--- config.mk ---
export PLATFORM = sky130hd
export DESIGN_NAME = exec_sequencer
export DESIGN_NICKNAME = d
export VERILOG_FILES = /design/src/rtl/exec_sequencer.sv
export SDC_FILE = /design/constraint.sdc
export NUM_CORES = 1
export LEC_CHECK = 0
export CORE_ASPECT_RATIO = 0.9
export CORE_MARGIN = 5
export CORE_UTILIZATION = 45
export CTS_CLUSTER_DIAMETER = 30
export CTS_CLUSTER_SIZE = 16
export DETAILED_ROUTE_END_ITERATION = 12
export PLACE_DENSITY = 0.7
export SETUP_SLACK_MARGIN = 0.5
export SYNTH_ARGS = -nofsm -noshare
export SYNTH_HDL_FRONTEND = slang
export SYNTH_SLANG_ARGS = --single-unit
--- constraint.sdc ---
create_clock -name clk -period 3.45 [get_ports clk]
set_input_delay 0.5175 -clock clk [delete_from_list [all_inputs] [get_ports clk]]
set_output_delay 0.5175 -clock clk [all_outputs]
set_load 0.01 [all_outputs]
--- src/rtl/exec_sequencer.sv ---
// exec_sequencer: four-state execute/writeback controller for the 8-bit CPU.
// Accepts one instruction per handshake, reads two operands from the register
// file, computes the ALU result, and writes it back. It also keeps the carry
// and zero flags.
//
// state | meaning
// ------+------------------------------------------------------------
// IDLE  | ready for an instruction; latches instr on handshake
// READ  | read addresses driven from latched rs1/rs2; operands captured
// EXEC  | ALU evaluates captured operands; result and flags registered
// WB    | write strobe (non-NOP) and done asserted for one cycle
module exec_sequencer #(
    parameter int DATA_W = 8
) (
    input  logic              clk,
    input  logic              rst,
    input  logic              instr_valid,
    output logic              instr_ready,
    input  logic [8:0]        instr,
    output logic [2:0]        rf_read_addr1,
    output logic [2:0]        rf_read_addr2,
    input  logic [DATA_W-1:0] rf_read_data1,
    input  logic [DATA_W-1:0] rf_read_data2,
    output logic              rf_write_en,
    output logic [2:0]        rf_write_addr,
    output logic [DATA_W-1:0] rf_write_data,
    output logic              done,
    output logic              busy,
    output logic              carry,
    output logic              zero
);

    localparam logic [1:0] S_IDLE = 2'd0;
    localparam logic [1:0] S_READ = 2'd1;
    localparam logic [1:0] S_EXEC = 2'd2;
    localparam logic [1:0] S_WB   = 2'd3;

    localparam logic [2:0] OP_ADD = 3'b000;
    localparam logic [2:0] OP_SUB = 3'b001;
    localparam logic [2:0] OP_AND = 3'b010;
    localparam logic [2:0] OP_OR  = 3'b011;
    localparam logic [2:0] OP_XOR = 3'b100;
    localparam logic [2:0] OP_MOV = 3'b101;
    localparam logic [2:0] OP_LDI = 3'b110;
    localparam logic [2:0] OP_NOP = 3'b111;

    logic [1:0]        state;
    logic [1:0]        state_nxt;
    logic [8:0]        instr_q;
    logic [DATA_W-1:0] op_a;
    logic [DATA_W-1:0] op_b;
    logic [DATA_W-1:0] result_q;

    logic [DATA_W-1:0] alu_result;
    logic              alu_carry;
    logic              accept;

    logic [2:0] op_q;
    logic [1:0] rd_q;
    logic [1:0] rs1_q;
    logic [1:0] rs2_q;

    assign op_q  = instr_q[8:6];
    assign rd_q  = instr_q[5:4];
    assign rs1_q = instr_q[3:2];
    assign rs2_q = instr_q[1:0];

    // Handshake and Moore status decodes; ready is forced low while reset is held.
    assign instr_ready = (state == S_IDLE) && !rst;
    assign accept      = instr_valid && instr_ready;
    assign busy        = (state != S_IDLE);
    assign done        = (state == S_WB);
    assign rf_write_en = (state == S_WB) && (op_q != OP_NOP);

    // Register file addressing; the upper address bit is tied low.
    assign rf_read_addr1 = (state == S_READ) ? {1'b0, rs1_q} : 3'b000;
    assign rf_read_addr2 = (state == S_READ) ? {1'b0, rs2_q} : 3'b000;
    assign rf_write_addr = {1'b0, rd_q};
    assign rf_write_data = result_q;

    // Next-state logic: fixed four-cycle walk once an instruction is accepted.
    always_comb begin
        state_nxt = state;
        case (state)
            S_IDLE: if (accept) state_nxt = S_READ;
            S_READ: state_nxt = S_EXEC;
            S_EXEC: state_nxt = S_WB;
            S_WB:   state_nxt = S_IDLE;
            default: state_nxt = S_IDLE;
        endcase
    end

    // State register.
    always_ff @(posedge clk or posedge rst) begin
        if (rst) begin
            state <= S_IDLE;
        end else begin
            state <= state_nxt;
        end
    end

    // Instruction latch; held unchanged from accept through WB.
    always_ff @(posedge clk or posedge rst) begin
        if (rst) begin
            instr_q <= '0;
        end else if (accept) begin
            instr_q <= instr;
        end
    end

    // Operand capture at the end of READ so aliased rd/rs need no forwarding.
    always_ff @(posedge clk or posedge rst) begin
        if (rst) begin
            op_a <= '0;
            op_b <= '0;
        end else if (state == S_READ) begin
            op_a <= rf_read_data1;
            op_b <= rf_read_data2;
        end
    end

    // ALU on captured operands; SUB carry is the borrow out of the 9-bit difference.
    always_comb begin
        logic [DATA_W:0] wide;
        wide       = '0;
        alu_result = '0;
        alu_carry  = 1'b0;
        case (op_q)
            OP_ADD: begin
                wide       = {1'b0, op_a} + {1'b0, op_b};
                alu_result = wide[DATA_W-1:0];
                alu_carry  = wide[DATA_W];
            end
            OP_SUB: begin
                wide       = {1'b0, op_a} - {1'b0, op_b};
                alu_result = wide[DATA_W-1:0];
                alu_carry  = wide[DATA_W];
            end
            OP_AND: alu_result = op_a & op_b;
            OP_OR:  alu_result = op_a | op_b;
            OP_XOR: alu_result = op_a ^ op_b;
            OP_MOV: alu_result = op_a;
            OP_LDI: alu_result = {{(DATA_W-4){1'b0}}, rs1_q, rs2_q};
            default: begin
                alu_result = '0;
                alu_carry  = 1'b0;
            end
        endcase
    end

    // Result and flags registered at the end of EXEC; NOP leaves all of them alone.
    always_ff @(posedge clk or posedge rst) begin
        if (rst) begin
            result_q <= '0;
            carry    <= 1'b0;
            zero     <= 1'b0;
        end else if ((state == S_EXEC) && (op_q != OP_NOP)) begin
            result_q <= alu_result;
            carry    <= alu_carry;
            zero     <= (alu_result == '0);
        end
    end

endmodule

* Word-level counts from Yosys, hierarchy flattened
Index checks and enable logic that the tools add are counted.
** Word-level totals
- Register bits after elaboration :: 37
- Word-level logic and storage cells :: 38
** Cells by class
- $add $sub $neg :: 2
- Eq/ne operators :: 11
- Muxes and demuxes :: 6
- Bitwise logic cells :: 3
- Reductions and logical operators :: 9
** Operators by type and width (number)
- 8-bit one-hot mux with 7 select lines :: 1
- 8-bit by 8-bit adder with 9-bit output :: 1
- 3-bit == test, second input constant :: 3
- 8-bit by 8-bit subtractor with 9-bit output :: 1
- 8-bit bitwise AND :: 1
- 8-bit zero test :: 1
- 8-bit OR :: 1
- 2-bit one-hot mux with 4 select lines :: 1
- 8-bit bitwise XOR :: 1
- 3-bit by 2-bit == test with 1-bit output, second input constant :: 2
- 2-bit two-way mux :: 3
- 2-bit == test, second input constant :: 2
- 1-bit logical AND :: 4
- 3-bit by 1-bit == test with 1-bit output, second input constant :: 1
- 3-bit zero test :: 1
- 3-bit != test, second input constant :: 1
- 2-bit by 1-bit == test with 1-bit output, second input constant :: 1
- 2-bit zero test :: 1
- 2-bit != test, second input constant :: 1
- 1-bit one-hot mux with 2 select lines :: 1
- 2-bit nonzero test :: 1
- 1-bit zero test :: 1

* Logic depth before layout (Yosys ltp)
Gate-level depths: netlist (run 1).
- Depth after elaboration :: 5
- Mapped depth :: 10

* Worst setup path before layout (run 1)
OpenSTA, ideal clock, no wires.
- Path type :: register to register
- From :: register op_a[0]
- To :: register zero
- Library setup time :: 0.104 ns
- Data arrival time :: 2.412 ns
- Path slack :: 0.934 ns
- Cell stages (with the launch flop) :: 11
- Period minus slack after synthesis :: 2.516 ns
- Cell sequence :: dfrtp_1 -> inv_1 -> ha_1 -> inv_1 -> fa_1 -> nor3b_2 -> o311a_1 -> o31ai_1 -> nand3_1 -> or3_1 -> o41ai_2
** On the way
- Word-level cells in the longest chain between the ends :: 3
- Elaborated cells between the ends (all ways) :: 7
** Ends and longest elaborated chain
- from (decl) :: RTL line 50 : logic [DATA_W-1:0] op_a;
- from (signal assigned) :: RTL line 117 : op_a <= rf_read_data1;
- 8-bit by 8-bit subtractor with 9-bit output (tied with other cells) :: RTL line 135 : wide = {1'b0, op_a} - {1'b0, op_b};
- 8-bit one-hot mux with 7 select lines (*) :: RTL line 128 : case (op_q)
- 8-bit zero test (*) :: RTL line 160 : zero <= (alu_result == '0);
- to (signal assigned) :: RTL line 160
- to (decl) :: RTL line 30 : output logic zero
Mark *: on every way between the ends. The rest lies on a longest branch, timed or not.
A chain may end at the register's enable or synchronous reset.

* Final worst setup path (run 1)
- From :: register state[1]
- To :: output port rf_read_addr2[0]
** On the way
- Word-level cells in the longest chain between the ends :: 2
** Ends and longest elaborated chain
- from (decl) :: RTL line 47 : logic [1:0] state;
- from (signal assigned) :: RTL line 98 : state <= state_nxt;
- 2-bit by 1-bit == test with 1-bit output :: RTL line 77 : assign rf_read_addr2 = (state == S_READ) ? {1'b0, rs2_q} : 3'b000;
- 2-bit two-way mux :: RTL line 77
- to (decl) :: RTL line 21 : output logic [2:0] rf_read_addr2,
Every way passes these cells.

==> results.cfg, run 1 <==
[run_status]
status = finished clean

[floorplan]
die_h_microns = 85.1
die_area_sq_um = 7960
core.rowCount = 27
start_util_pct = 46.2
coreArea_sq_um = 6110
pin_count = 51
dieWidth_microns = 93.5

[timing]
skew_ns = 0.00731
slew_headroom_pct = 51.8
finalSetupViolations = 0
rsz0062_at_grt = false
period_minus_slack_ns = 2.76
max_freq_mhz = 362
report.final.slew_viol_count = 0
whs_ns = 0.495
tightestPinTransition_ns = 0.723
finalCritPeriodShare_pct = 80.0
hold_viol_final = 0
setup_tns_ns = 0

[grt]
grt_antenna_before_repair = 0
grt_use_total_pct = 16.4
grt_pass1_wl_mm = 10.7
grt_max_degree = 38
grt_remaining_overflow = 0
grt_pass1_vias = 2255

[place]
io_buffer_count = 47
dp_hpwl_mm = 4.67
routabilityCongestion = 0.862

[critical_path]
r2r_setup_slack_ns = 0.72
crit_arrival_ns = 2.24
critPathMaxFanout = 21
cp_cell_sequence = inv_1, ha_1, and2_1, clkdlybuf4s50_1
worst_r2r_path_depth = 10
cp-end-kind = output pin
worst_r2r_startpoint = op_a[0]
max_stage_delay_ns = 0.64
critical_path.top_delay_family = buffers and inverters
cp_num_cells = 4
r2r-end = zero
crit_slowest_cell = ha_1
start_kind = flip-flop
crit_required_ns = 2.93
critPathKind = flip-flop to output pin
crit_buf_inv = 2

[yosys]
synth.area.top_cells = dfrtp_1, ha_1, mux2_2
async_flop_share_pct = 100
synth_cell_type_count = 59
yosys_warnings = 0
synth-main-ff-cell = dfrtp_1
syn-cell-area_sq_um = 2820
synth_top_cell_by_area = dfrtp_1
avgSynthCellArea_sq_um = 9.05
synth_most_common_cell = dfrtp_1
synth_edf_count = 0
yosysSeqAreaShare_pct = 32.8
ys_ff_latch = 37
synth_top_area_share_pct = 32.8
netlist_instances = 312
yosys-top-cells-count = dfrtp_1, nand2_1, ha_1

[clocking]
holdBufCountCts = 0
clk_pin_slew_ns = 0.08
cts_tree = done
cts_buffer_depth = 2
cts_made_buffers = 5
worstSkewPairLatency_ns = 0.29
cts_setup_buffers = 0
root_buffer = clkbuf_8
clock_sinks = 37
cts.htree.levels = 2
cts_resized = 0

[hold_path]
min_from = rf_write_data[1]
hold_depth = 2
whs_endpoint = rf_write_data[1]
hp-class = flip-flop to flip-flop

[routing]
drt_iter0_drc = 83
viasPerCell = 5.15
num_vias = 2257
postRouteWirelength_mm = 6.20
drc = 0
drt_pass1_iterations = 4
ant_nets = 0
routedWlPerCell_microns = 14.1

[finish]
fillerInstances = 546
drive_above_1_share_pct = 9.40
diodes = 0
syn_to_final_growth_pct = 21.1
final_nets = 409

[flow_run]
drv_cap = 0

[power_and_ir_drop]
peakVddDrop_v = 0.000400
powerDensity_nw_per_um2 = 1030
leakage_nw = 1.49
==> sequential cells by signal, indices dropped and copies added (netlist names) <==
| name | cells |
|---|---|
| state | 2 |
| instr_q | 9 |
| carry | 1 |
| zero | 1 |
| op_a | 8 |
| rf_write_data | 8 |
| op_b | 8 |
==> kinds of logic (layout without fill, tap and decap cells) <==
group	count (synthesis)	in the layout	synth area share, %
AO/OA/AOI/OAI	79	79	19.1
adder cells (fa/ha/maj)	31	31	14.3
buffers and inverters	50	87	8.60
flip-flops	37	37	32.8
multiplexers	19	19	7.49
other	1	3	0.133
AND/OR/NAND/NOR	95	95	17.6
==> worst reg2reg max path, stage by stage, from the launching register on <==
cell     delay, ns
dfrtp_1       0.39
inv_1         0.12
ha_1          0.18
inv_1         0.06
fa_1          0.42
nor3b_2       0.19
o311a_1       0.33
o31ai_1       0.24
nand3_1       0.13
or3_1         0.39
o41ai_2       0.20
==> report_power, final <==
part | switching [W] | internal (W)
Combinational | 0.00123 | 0.00101
Sequential | 0.000217 | 0.000653
Clock | 0.000166 | 0.000235
Total | 0.00161 | 0.00189
==> cells in the final DEF, fill, tap and decap left out, types with 2 or more instances in the layout <==
master / netlist / final
a211oi_1: 4 / 4
a21oi_1: 10 / 10
a221o_1: 2 / 2
a221oi_1: 3 / 3
a311oi_1: 2 / 2
a31oi_1: 3 / 3
and2_1: 8 / 8
buf_4: 6 / 3
clkbuf_8: 0 / 6
clkdlybuf4s50_1: 0 / 47
conb_1: 1 / 3
dfrtp_1: 37 / 37
fa_1: 2 / 2
ha_1: 29 / 29
inv_1: 28 / 28
mux2_1: 3 / 3
mux2_2: 14 / 14
mux2i_1: 2 / 2
nand2_1: 30 / 30
nand2b_1: 4 / 4
nand3_1: 5 / 5
nand3b_1: 5 / 5
nand4_1: 3 / 3
nor2_1: 15 / 15
nor2b_1: 9 / 9
nor3_1: 4 / 4
nor3b_2: 2 / 2
nor4_1: 2 / 2
o211ai_1: 2 / 2
o21a_1: 2 / 2
o21ai_0: 27 / 27
o21ai_1: 4 / 4
o21bai_1: 2 / 2
o311a_1: 2 / 2
o31ai_1: 2 / 2
or2_1: 2 / 2
==> final cells by class <==
cell class	count	area, sq um	area share, %
Clock buffer	6	82.6	2.42
Clock inverter	2	37.5	1.10
Inverter	29	109	3.18
Multi-Input combinational cell	227	1660	48.6
Sequential cell	37	926	27.1
Tap cell	87	109	3.18
Timing Repair Buffer	50	493	14.4
==> layer usage <==
layer  share of wire [%]  vias to the layer above  GRT usage, %
li1                    -                     1154             -
met1                  49                     1056          22.8
met2                  46                       42          26.2
met3                 4.5                        5          3.46
met4                0.61                        0          3.73
met5                   0                        -             0
==> metrics by stage <==
stage / total power, W / worst slack (ns) / utilization [%] / std cells / cell area [sq um]
after CTS: 0.00352 / 0.658 / 55.9 / 438 / 3420
after floorplan: 0.00254 / 0.934 / - / 314 / 2830
final: 0.00351 / 0.689 / 55.9 / 438 / 3420
after global placement: 0.00308 / 0.794 / 53.9 / 430 / 3300
after detailed placement: 0.00311 / 0.728 / 53.9 / 430 / 3300
after global routing: 0.00385 / 0.522 / 55.9 / 438 / 3420
==> how the worst max path moves through the flow <==
stage	startpoint	endpoint	slack (ns)
2_1_floorplan	op_a[0]	zero	0.93
6_report	state[1]	rf_read_addr2[0]	0.69
4_1_cts	state[1]	rf_read_addr2[0]	0.66
3_5_place_dp	op_a[0]	zero	0.73
5_1_grt	op_a[0]	zero	0.52
3_3_place_gp	op_a[0]	zero	0.79
Note: power is estimated with default switching activity, not from simulation.
==> inputs of run 2 (changes only) <==
- clock period: 3.45 -> 2.62 ns (I/O delays scaled with it)
==> run 2 against run 1 <==
Against the previous run:
- sequential share of layout area shrank 1.1 points
- clock-buffer cell count grew 1
- clock power grew 11%
- clock skew shrank 0.00086 ns
- cell count grew 1.8%
- setup slack lost 0.57 ns
- register-to-register slack lost 0.60 ns
- sequential power grew 30%
- final area grew 4.6%
- global-route usage grew 0.30 points
- die area is the same
- power grew 40%
- critical path type is now flip-flop to flip-flop
- largest cell class unchanged
- largest power group unchanged
==> results.cfg, run 2 (synthesized netlist as in run 1, its figures left out) <==
[floorplan]
core.rowCount = 27
die_h_microns = 85.1
start_util_pct = 46.2
die_area_sq_um = 7960
dieWidth_microns = 93.5
coreArea_sq_um = 6110
pin_count = 51

[clocking]
cts_made_buffers = 5
worstSkewPairLatency_ns = 0.29
cts_tree = done
root_buffer = clkbuf_8
holdBufCountCts = 0
clk_pin_slew_ns = 0.08
cts.htree.levels = 2
cts_buffer_depth = 2
clock_sinks = 37

[finish]
largest_register = instr_q
fillerInstances = 569
final_common_cell = clkdlybuf4s50_1
fin_cells = 446
largest_reg_flops = 9
drive_above_1_share_pct = 17.5
final_nets = 417
final_cell_mix = clkdlybuf4s50_1, dfrtp_1, nand2_1
diodes = 0
multiInputGateArea_sq_um = 1780
ff_latch_area_sq_um = 928
syn_to_final_growth_pct = 26.7

[timing]
max_freq_mhz = 400
finalCritPeriodShare_pct = 95.4
tightestPinTransition_ns = 0.520
period_minus_slack_ns = 2.50
hold_viol_final = 0
slew_headroom_pct = 65.2
setup_tns_ns = 0
whs_ns = 0.499
report.final.slew_viol_count = 0
rsz0062_at_grt = true
finalSetupViolations = 0
skew_ns = 0.00646

[grt]
grt_use_total_pct = 16.7
grt_antenna_before_repair = 0
grt_max_degree = 38
grt_remaining_overflow = 0
grt_pass1_vias = 2340
grt_pass1_wl_mm = 10.8

[routing]
num_vias = 2354
drc = 0
postRouteWirelength_mm = 6.49
viasPerCell = 5.28
drt_pass1_iterations = 4
drt_iter0_drc = 91
ant_nets = 0
routedWlPerCell_microns = 14.6

[critical_path]
crit_slowest_cell = fa_1
max_stage_delay_ns = 0.48
crit_arrival_ns = 2.70
cp-end-kind = flip-flop
start_kind = flip-flop
critPathKind = flip-flop to flip-flop
cp_cell_sequence = ha_2, inv_1, fa_1, nor2b_1, o31ai_1, a311oi_1, nand3_1, or3_1, o41ai_2
crit_required_ns = 2.82
critPathMaxFanout = 3

[hold_path]
hp-class = flip-flop to flip-flop

[place]
io_buffer_count = 47
routabilityCongestion = 0.911
dp.cells = 432
dp_hpwl_mm = 4.98

[flow_run]
drv_cap = 0

[power_and_ir_drop]
leakage_nw = 1.56
p_total_w = 0.00490
peakVddDrop_v = 0.000617
powerDensity_nw_per_um2 = 1370

[run_status]
status = finished clean
-- run 2: cell count changes in the layout (fill, tap and decap cells not counted), moves of 3 or more --
cell / before / now
clkdlybuf4s50_1: 47 / 43
buf_4: 3 / 11
ha_2: 0 / 4
inv_1: 28 / 24
inv_2: 1 / 5
dlygate4sd2_1: 0 / 3
ha_1: 29 / 23
-- run 2: path summary, 6_finish.rpt --
check	from	end	slack, ns	cells past startpoint
worst min register to register	rf_write_data[0]	rf_write_data[0]	0.50	2
min in group asynchronous	rst	rf_write_data[0]	0.54	3
max in group asynchronous	rst	instr_q[8]	1.73	3
worst min-delay path	rf_write_data[0]	rf_write_data[0]	0.50	2
worst max-delay path	op_b[0]	zero	0.12	9
worst max register to register	op_b[0]	zero	0.12	9
-- run 2: cell type report --
type	instances	share of cell area, %
clock inverter	1	0.140
sequential	37	26.0
multi-input combinational	227	49.7
inverter	29	3.04
timing repair buffer	58	15.4
tap	87	3.04
clock buffer	7	2.69
-- run 2: through the flow --
stage	setup slack [ns]	area (sq um)	util (%)
global placement	0.127	3320	54.2
finish	0.120	3580	58.5
CTS	0.132	3520	57.6
global route	0.0225	3580	58.5
detailed placement	0.0728	3320	54.2
floorplan	0.292	2830	-
-- run 2: layer usage --
layer | global-route usage, % | wire length [microns] | up-vias
met3 | 3.55 | 340 | 12
met2 | 27.9 | 3060 | 58
li1 | - | - | 1168
met4 | 5.19 | 114 | 0
met5 | 0 | 0 | -
met1 | 21.6 | 2970 | 1116
-- run 2: where the power goes --
part           switching, W  internal, W  leakage [nW]
logic               0.00180      0.00153          1.06
clock network      0.000207     0.000238        0.0542
registers          0.000264     0.000865         0.447
total               0.00227      0.00263          1.56
-- run 2: timing repair --
item | in CTS | in global routing
endpoints found under the hold margin | 0 | 0
pin swaps | 4 | 4
buffers inserted | 4 | 2
setup endpoints to repair | 12 | 11
gates resized for setup | 20 | 11
-- run 2: critical path: cells and delay by family, from the launching register on --
kind,cells,cell delay [ns]
compound gates,3,0.59
fa+ha+maj,2,0.72
buf+inv,1,0.06
flops,1,0.41
simple gates,3,0.64
==> inputs of run 3 (changes only) <==
- MAX_ROUTING_LAYER: unset -> met4
==> run 3 against run 2 <==
Against the previous run:
- clock skew shrank 0.0012 ns
- power shrank 0.27%
- global-route usage is 1.2 points higher
- non-clock buffer count fell by 2
- critical path depth rose by 1
- hold slack got worse by 0.0084 ns
- clock-buffer cell count fell by 1
- utilization is 0.10 points lower
- combinational power hardly changed
- critical path type unchanged
- largest power group unchanged
==> results.cfg, run 3 (synthesized netlist as in run 1, its figures left out) <==
[critical_path]
crit_required_ns = 2.81
start_kind = flip-flop
cp_cell_sequence = buf_4, ha_4, inv_1, fa_2, a211oi_1, a22o_1, o32ai_1, nand3_1, or3_1, o41ai_2
crit_slowest_cell = o32ai_1
cp-end-kind = flip-flop
worst_r2r_startpoint = op_b[0]
worst_r2r_path_depth = 10
max_stage_delay_ns = 0.42
r2r_setup_slack_ns = 0.06
crit_arrival_ns = 2.75
critPathKind = flip-flop to flip-flop
r2r-end = zero
critPathMaxFanout = 4

[grt]
grt_max_degree = 39
grt_antenna_before_repair = 0
grt_pass1_wl_mm = 11.1
grt_use_total_pct = 17.9
grt_pass1_vias = 2347
grt_remaining_overflow = 0

[floorplan]
coreArea_sq_um = 6110
start_util_pct = 46.2
die_h_microns = 85.1
dieWidth_microns = 93.5
core.rowCount = 27
pin_count = 51
die_area_sq_um = 7960

[timing]
period_minus_slack_ns = 2.56
hold_viol_final = 0
finalCritPeriodShare_pct = 97.6
rsz0062_at_grt = true
slew_headroom_pct = 63.6
finalSetupViolations = 0
report.final.slew_viol_count = 0
max_freq_mhz = 391
tightestPinTransition_ns = 0.545
skew_ns = 0.00521

[place]
io_buffer_count = 47
dp_hpwl_mm = 4.95
placed_area_sq_um = 3330
routabilityCongestion = 0.908

[routing]
ant_nets = 0
drc = 0
drt_pass1_iterations = 4
num_vias = 2362
viasPerCell = 5.32
routedWlPerCell_microns = 14.9
drt_iter0_drc = 165
postRouteWirelength_mm = 6.63

[clocking]
worstSkewPairLatency_ns = 0.29
cts.htree.levels = 2
cts_made_buffers = 5
holdBufCountCts = 0
clk_pin_slew_ns = 0.08
cts_buffer_depth = 2
clock_sinks = 37
root_buffer = clkbuf_8
cts_tree = done

[run_status]
status = finished clean

[power_and_ir_drop]
peakVddDrop_v = 0.000676
powerDensity_nw_per_um2 = 1370
p_total_w = 0.00488
leakage_nw = 1.55

[finish]
ff_latch_area_sq_um = 930
fin_area_sq_um = 3570
final_common_cell = clkdlybuf4s50_1
diodes = 0
drive_above_1_share_pct = 17.9
fillerInstances = 558
final_cell_mix = clkdlybuf4s50_1, dfrtp_1, nand2_1
syn_to_final_growth_pct = 26.5
final_nets = 415
largest_reg_flops = 9
largest_register = instr_q
multiInputGateArea_sq_um = 1790

[hold_path]
min_from = rf_write_data[1]
hold_depth = 2
hp-class = flip-flop to flip-flop
whs_endpoint = rf_write_data[1]

[flow_run]
drv_cap = 0
==> run 3: cell count changes in the layout (fill, tap and decap cells not counted), sizes merged <==
cell,delta
buf,-2
clkbuf,-1
clkinv,+1
dlygate4sd2,-1
dlymetal6s2s,+1
==> run 3: per-stage QoR <==
stage / worst slack [ns] / setup TNS (ns) / instances / util [%] / hold WS [ns]
final: 0.0635 / 0 / 444 / 58.4 / 0.491
after global routing: -0.00595 / -0.00595 / 444 / 58.4 / 0.535
after CTS: 0.0717 / 0 / 442 / 57.4 / 0.498
after detailed placement: 0.0860 / 0 / 432 / 54.4 / 0.480
after global placement: 0.0851 / 0 / 432 / 54.4 / 0.479
after floorplan: 0.292 / 0 / 314 / - / 0.481
==> run 3: worst max path at each step <==
| stage | startpoint | end | slack [ns] | cells after the start |
|---|---|---|---|---|
| final | op_b[0] | zero | 0.06 | 10 |
| after global routing | op_a[0] | zero | -0.006 | 9 |
| after CTS | op_a[0] | zero | 0.07 | 9 |
| after detailed placement | op_a[2] | zero | 0.09 | 9 |
| after global placement | op_a[2] | zero | 0.09 | 9 |
| after floorplan | op_a[0] | zero | 0.29 | 10 |
==> run 3: what timing repair did <==
action | 4_1_cts | 5_1_grt
setup buffers | 2 | 2
pin swaps | 10 | 6
endpoints found under the setup margin | 12 | 13
gates resized for setup | 20 | 14
==> run 3: metal layers <==
layer  GRT usage, %  wire length [microns]  vias up  share of wire [%]
li1               -                      -     1172                  -
met1           23.2                   3140     1113                 47
met2           28.5                   3080       65                 46
met3           3.37                    319       12                4.8
met4           4.93                     94        0                1.4
met5              -                      0        -                  0
==> run 3: area by class of cell <==
type / count / area share [%]
multi-input cells: 227 / 50.1
well taps: 87 / 3.05
inverters: 29 / 3.05
repair buffers: 56 / 15.5
flip-flops and latches: 37 / 26.0
clock inverters: 2 / 0.280
clock buffers: 6 / 2.03
==> run 3: critical path, delay by kind of cell, from the launching register on <==
| kind | cells | cell delay (ns) |
|---|---|---|
| adder cells (fa/ha/maj) | 2 | 0.38 |
| AO/OA/AOI/OAI | 4 | 0.94 |
| buffers and inverters | 2 | 0.21 |
| AND/OR/NAND/NOR | 2 | 0.53 |
| flip-flops | 1 | 0.40 |
==> run 3: where the power goes <==
part	internal (W)	leakage [nW]	switching [W]
clock network	0.000185	0.0450	0.000207
registers	0.000866	0.446	0.000273
logic	0.00155	1.06	0.00181
